$ cat src/rtl/alu_share_arb.sv
// Round-robin arbiter that shares one RV32I ALU and its control decoder between
// the execute-stage path (port 0) and the auxiliary address/branch unit (port 1).
module alu_share_arb #(
    parameter int WIDTH = 32,
    parameter int TAG_W = 4
) (
    input  logic             i_clk,
    input  logic             i_rst_n,

    input  logic             i_req0_valid,
    output logic             o_req0_ready,
    input  logic [1:0]       i_req0_alu_op,
    input  logic [3:0]       i_req0_func37,
    input  logic [WIDTH-1:0] i_req0_op1,
    input  logic [WIDTH-1:0] i_req0_op2,
    input  logic [TAG_W-1:0] i_req0_tag,

    input  logic             i_req1_valid,
    output logic             o_req1_ready,
    input  logic [1:0]       i_req1_alu_op,
    input  logic [3:0]       i_req1_func37,
    input  logic [WIDTH-1:0] i_req1_op1,
    input  logic [WIDTH-1:0] i_req1_op2,
    input  logic [TAG_W-1:0] i_req1_tag,

    output logic [1:0]       o_alu_op,
    output logic [3:0]       o_func37,
    output logic [WIDTH-1:0] o_alu_op1,
    output logic [WIDTH-1:0] o_alu_op2,
    input  logic [WIDTH-1:0] i_alu_result,

    output logic             o_resp0_valid,
    input  logic             i_resp0_ready,
    output logic [WIDTH-1:0] o_resp0_result,
    output logic [TAG_W-1:0] o_resp0_tag,

    output logic             o_resp1_valid,
    input  logic             i_resp1_ready,
    output logic [WIDTH-1:0] o_resp1_result,
    output logic [TAG_W-1:0] o_resp1_tag,

    output logic             o_busy
);

    logic prio;
    logic free0, free1;
    logic elig0, elig1;
    logic gnt0, gnt1;

    // A full buffer counts as free in the cycle its consumer drains it.
    assign free0 = ~o_resp0_valid | i_resp0_ready;
    assign free1 = ~o_resp1_valid | i_resp1_ready;

    // Reset masks eligibility so no grant, ready or ALU drive leaks out while held.
    assign elig0 = i_rst_n & i_req0_valid & free0;
    assign elig1 = i_rst_n & i_req1_valid & free1;

    always_comb begin
        // NOTE: every combinational output gets a default first, so no path can infer a latch.
        gnt0 = 1'b0;
        gnt1 = 1'b0;
        if (elig0 && elig1) begin
            gnt0 = ~prio;
            gnt1 = prio;
        end else begin
            gnt0 = elig0;
            gnt1 = elig1;
        end
    end

    assign o_req0_ready = gnt0;
    assign o_req1_ready = gnt1;

    // Idle cycles present ADD 0+0 so the shared ALU sees a quiet, known input.
    always_comb begin
        o_alu_op  = 2'b00;
        o_func37  = 4'b0000;
        o_alu_op1 = '0;
        o_alu_op2 = '0;
        if (gnt0) begin
            o_alu_op  = i_req0_alu_op;
            o_func37  = i_req0_func37;
            o_alu_op1 = i_req0_op1;
            o_alu_op2 = i_req0_op2;
        end else if (gnt1) begin
            o_alu_op  = i_req1_alu_op;
            o_func37  = i_req1_func37;
            o_alu_op1 = i_req1_op1;
            o_alu_op2 = i_req1_op2;
        end
    end

    // Priority passes to the loser of each grant and holds when nothing is granted.
    always_ff @(posedge i_clk or negedge i_rst_n) begin
        // NOTE: sequential state uses non-blocking assignments so all registers sample pre-edge values.
        if (!i_rst_n) begin
            prio <= 1'b0;
        end else if (gnt0) begin
            prio <= 1'b1;
        end else if (gnt1) begin
            prio <= 1'b0;
        end
    end

    always_ff @(posedge i_clk or negedge i_rst_n) begin
        // NOTE: result and tag registers are reset too, since they are visible outputs with defined reset values.
        if (!i_rst_n) begin
            o_resp0_valid  <= 1'b0;
            o_resp0_result <= '0;
            o_resp0_tag    <= '0;
        end else if (gnt0) begin
            o_resp0_valid  <= 1'b1;
            o_resp0_result <= i_alu_result;
            o_resp0_tag    <= i_req0_tag;
        end else if (o_resp0_valid && i_resp0_ready) begin
            o_resp0_valid  <= 1'b0;
        end
    end

    always_ff @(posedge i_clk or negedge i_rst_n) begin
        if (!i_rst_n) begin
            o_resp1_valid  <= 1'b0;
            o_resp1_result <= '0;
            o_resp1_tag    <= '0;
        end else if (gnt1) begin
            o_resp1_valid  <= 1'b1;
            o_resp1_result <= i_alu_result;
            o_resp1_tag    <= i_req1_tag;
        end else if (o_resp1_valid && i_resp1_ready) begin
            o_resp1_valid  <= 1'b0;
        end
    end

    assign o_busy = o_resp0_valid | o_resp1_valid;

endmodule

$ cat config.mk
export PLATFORM = sky130hd
export DESIGN_NAME = alu_share_arb
export DESIGN_NICKNAME = d
export VERILOG_FILES = /design/src/rtl/alu_share_arb.sv
export SDC_FILE = /design/constraint.sdc
export NUM_CORES = 1
export LEC_CHECK = 0
export ABC_AREA = 1
export CAP_MARGIN = 40
export CORE_AREA = 2 2 131 133
export CTS_BUF_LIST = sky130_fd_sc_hd__clkbuf_4
export DETAILED_ROUTE_END_ITERATION = 6
export DIE_AREA = 0 0 133 135
export PLACE_DENSITY = 0.65
export SETUP_SLACK_MARGIN = 0.02
export SYNTH_ARGS = -nofsm -noshare
export SYNTH_HDL_FRONTEND = slang
export SYNTH_SLANG_ARGS = --single-unit
$ cat constraint.sdc
create_clock -name i_clk -period 1.6 [get_ports i_clk]
set_input_delay 0.16 -clock i_clk [delete_from_list [all_inputs] [get_ports i_clk]]
set_output_delay 0.16 -clock i_clk [all_outputs]
set_load 0.01 [all_outputs]
==> flow_summary.json <==
{
  "status": "finished with violations",
  "violations": "negative setup slack",
  "port_buffers": 332,
  "yosys.area.top_type_share_pct": 45.76,
  "yosys-top-cells-count": "222 x nand2_1, 212 x nand3_1, 75 x dfrtp_1",
  "start_util_pct": 25.00,
  "ys_warn_count": 0,
  "required_ns": 1.44,
  "die_h_um": 135,
  "grt_overflow_total": 0,
  "fin_crit_ns": 1.972,
  "synth.largest_area_cell": "dfrtp_1",
  "hold_path_depth": 3,
  "ys_seq_area_share_pct": 45.76,
  "min_path_type": "primary input to flip-flop",
  "drive_above_1_share_pct": 35.09,
  "ys_dominant_reg_cell": "dfrtp_1",
  "tightest_slew_ns": 0.6233,
  "cts_root_buf": "clkbuf_4",
  "crit_path_start_kind": "flip-flop",
  "synth-seq-cells": 75,
  "cts.clk_slew.worst_paths_ns": 0.13,
  "skew_ns": 0.01157,
  "synth.net_count": 761,
  "vias": 5705,
  "syn_avg_cell_area_um2": 7.133,
  "grt_max_degree": 50,
  "num-fill-cells": 1391,
  "finalCritPeriodShare_pct": 123.3,
  "p_total_mw": 7.166,
  "cp-end-kind": "output pin",
  "io_pins": 333,
  "reg2reg_depth": 8,
  "slew_headroom_pct": 58.45,
  "dp_hpwl_mm": 14.09,
  "ir_drop_v": 0.0003716,
  "synth_cells": 575,
  "wl_mm": 22.02,
  "h-tree-depth": 3,
  "clock_sinks": 75,
  "dp_slack_ns": -0.5054,
  "nNetsFinal": 1147,
  "grt_pass1_wl_mm": 32.09,
  "fin_area_um2": 9608,
  "slew_viol_final": 0,
  "first_global_vias": 5781,
  "numCtsBuffers": 9,
  "antenna_left": 0,
  "drt_iter0_markers": 316,
  "insertion_delay_ns": 0.43,
  "route.detailed.wl_per_inst_um": 18.55,
  "max_cap_violations": 0,
  "path_class": "flip-flop to output pin",
  "hold_viol_final": 0,
  "synth_area_um2": 4101,
  "syn2layout_area_growth_pct": 134.3,
  "synthDistinctLibCells": 15,
  "fmax_mhz": 507.0,
  "dieArea_um2": 17960,
  "setup_viol": 73,
  "cts_max_path_buffers": 2,
  "rsz0062_at_grt": "yes",
  "synth-edff-count": 0,
  "fin_ws_ns": -0.3722,
  "register_area_um2": 1879,
  "track_usage_pct": 22.75,
  "synthArstFlopShare_pct": 100.0,
  "cts_tree": "yes",
  "antenna_found_initial": 1,
  "gp_congestion": 0.8011,
  "drc": 0,
  "critPathMaxFanout": 10,
  "placed_area_um2": 7911,
  "die_x_um": 133,
  "leakage_nw": 4.781,
  "rows": 47,
  "cp.arrival_ns": 1.81,
  "synth_area_leaders": "dfrtp_1 46%, nand3_1 26%, nand2_1 20%",
  "viasPerCell": 4.806,
  "coreArea_um2": 16410,
  "utilization_pct": 58.56,
  "drt_pass1_iterations": 4,
  "multi_input_area_um2": 2608,
  "yosysMostFrequentCell": "nand2_1",
  "power_density_nw_per_um2": 745.9
}
logic make-up (layout without fill, tap and decap cells):
kind of cell / count (synthesis) / in the layout / synth area share [%]
flip-flops: 75 / 75 / 45.76
AND/OR/NAND/NOR: 437 / 437 / 46.83
AO/OA/AOI/OAI: 3 / 3 / 0.7322
other: 0 / 1 / 0
buffers and inverters: 60 / 451 / 6.681
where the power goes:
| part | internal [mW] | leakage [nW] | switching [mW] | total (mW) |
|---|---|---|---|---|
| registers | 2.26 | 0.927 | 0.232 | 2.49 |
| logic | 1.93 | 3.78 | 1.53 | 3.46 |
| clock network | 0.497 | 0.0768 | 0.714 | 1.21 |
critical path: stages, from the launching register on:
cell	delay [ns]
dfrtp_2	0.48
nand2_4	0.10
nand3_4	0.08
buf_12	0.14
buf_12	0.14
buf_12	0.14
nand3_1	0.08
nand2_1	0.07
buf_6	0.12
state kept, by name, indices dropped and copies added (netlist names):
signal          count
o_resp0_result     32
o_resp1_result     32
o_resp0_tag         4
o_resp1_tag         4
o_resp0_valid       1
o_resp1_valid       1
prio                1
through the flow:
stage                     setup TNS (ns)  hold WS, ns  instances
after global routing              -31.39       0.2658       1187
after global placement            -53.73       0.1511       1113
after CTS                         -25.31       0.2295       1177
final                             -23.47       0.2794       1187
after floorplan                        0      -0.1356        575
after detailed placement          -55.45       0.1483       1113
layout make-up:
type	instances	area share (%)
Clock buffer	10	0.7814
Timing Repair Buffer	427	48.64
Tap cell	220	2.865
Antenna cell	1	0.02605
Inverter	8	0.3125
Sequential cell	75	19.56
Clock inverter	6	0.6772
Multi-Input combinational cell	440	27.14
final timing paths:
path                                           startpoint                             end  slack, ns
setup / recovery                o_resp1_valid$_DFFE_PN0P_                   o_alu_op1[28]      -0.37
hold / removal                              i_req1_tag[0]      o_resp1_tag[0]$_DFFE_PN0P_       0.28
setup reg to reg                o_resp0_valid$_DFFE_PN0P_  o_resp0_result[17]$_DFFE_PN0P_          0
hold reg to reg            o_resp1_result[28]$_DFFE_PN0P_  o_resp1_result[28]$_DFFE_PN0P_       0.48
max in group asynchronous                         i_rst_n   o_resp1_result[2]$_DFFE_PN0P_       0.30
min in group asynchronous                         i_rst_n      o_resp1_tag[0]$_DFFE_PN0P_       0.29
placed cells by master (no fill, tap or decap), types with 2 or more instances in the layout:
master / count
clkdlybuf4s50_1: 230
nand2_1: 167
nand3_1: 125
nand3_2: 82
dfrtp_1: 73
nand2_2: 52
buf_2: 50
buf_6: 45
buf_4: 23
dlymetal6s2s_1: 22
buf_12: 21
buf_16: 12
clkbuf_4: 10
clkbuf_16: 9
buf_8: 9
nand3_4: 7
inv_2: 5
dlygate4sd2_1: 4
clkinv_1: 2
a21oi_4: 2
nand2_4: 2
clkinv_2: 2
dfrtp_2: 2
layer usage:
metal / routed length [µm] / vias to the layer above / track usage [%]
met5: 0 / - / 0
met4: 371 / 0 / 7.646
met3: 1267 / 27 / 3.829
met2: 11670 / 250 / 40.93
met1: 8718 / 2737 / 27.62
li1: - / 2691 / -
timing repair:
action | CTS | global route
hold buffers | 1 | 0
pin swaps | 92 | 64
endpoints found under the setup margin | 153 | 165
setup buffers | 38 | 7
resized for setup | 441 | 139
hold endpoints to repair | 26 | 0
gates cloned | 14 | 12
Note: power is estimated with default switching activity, not from simulation.
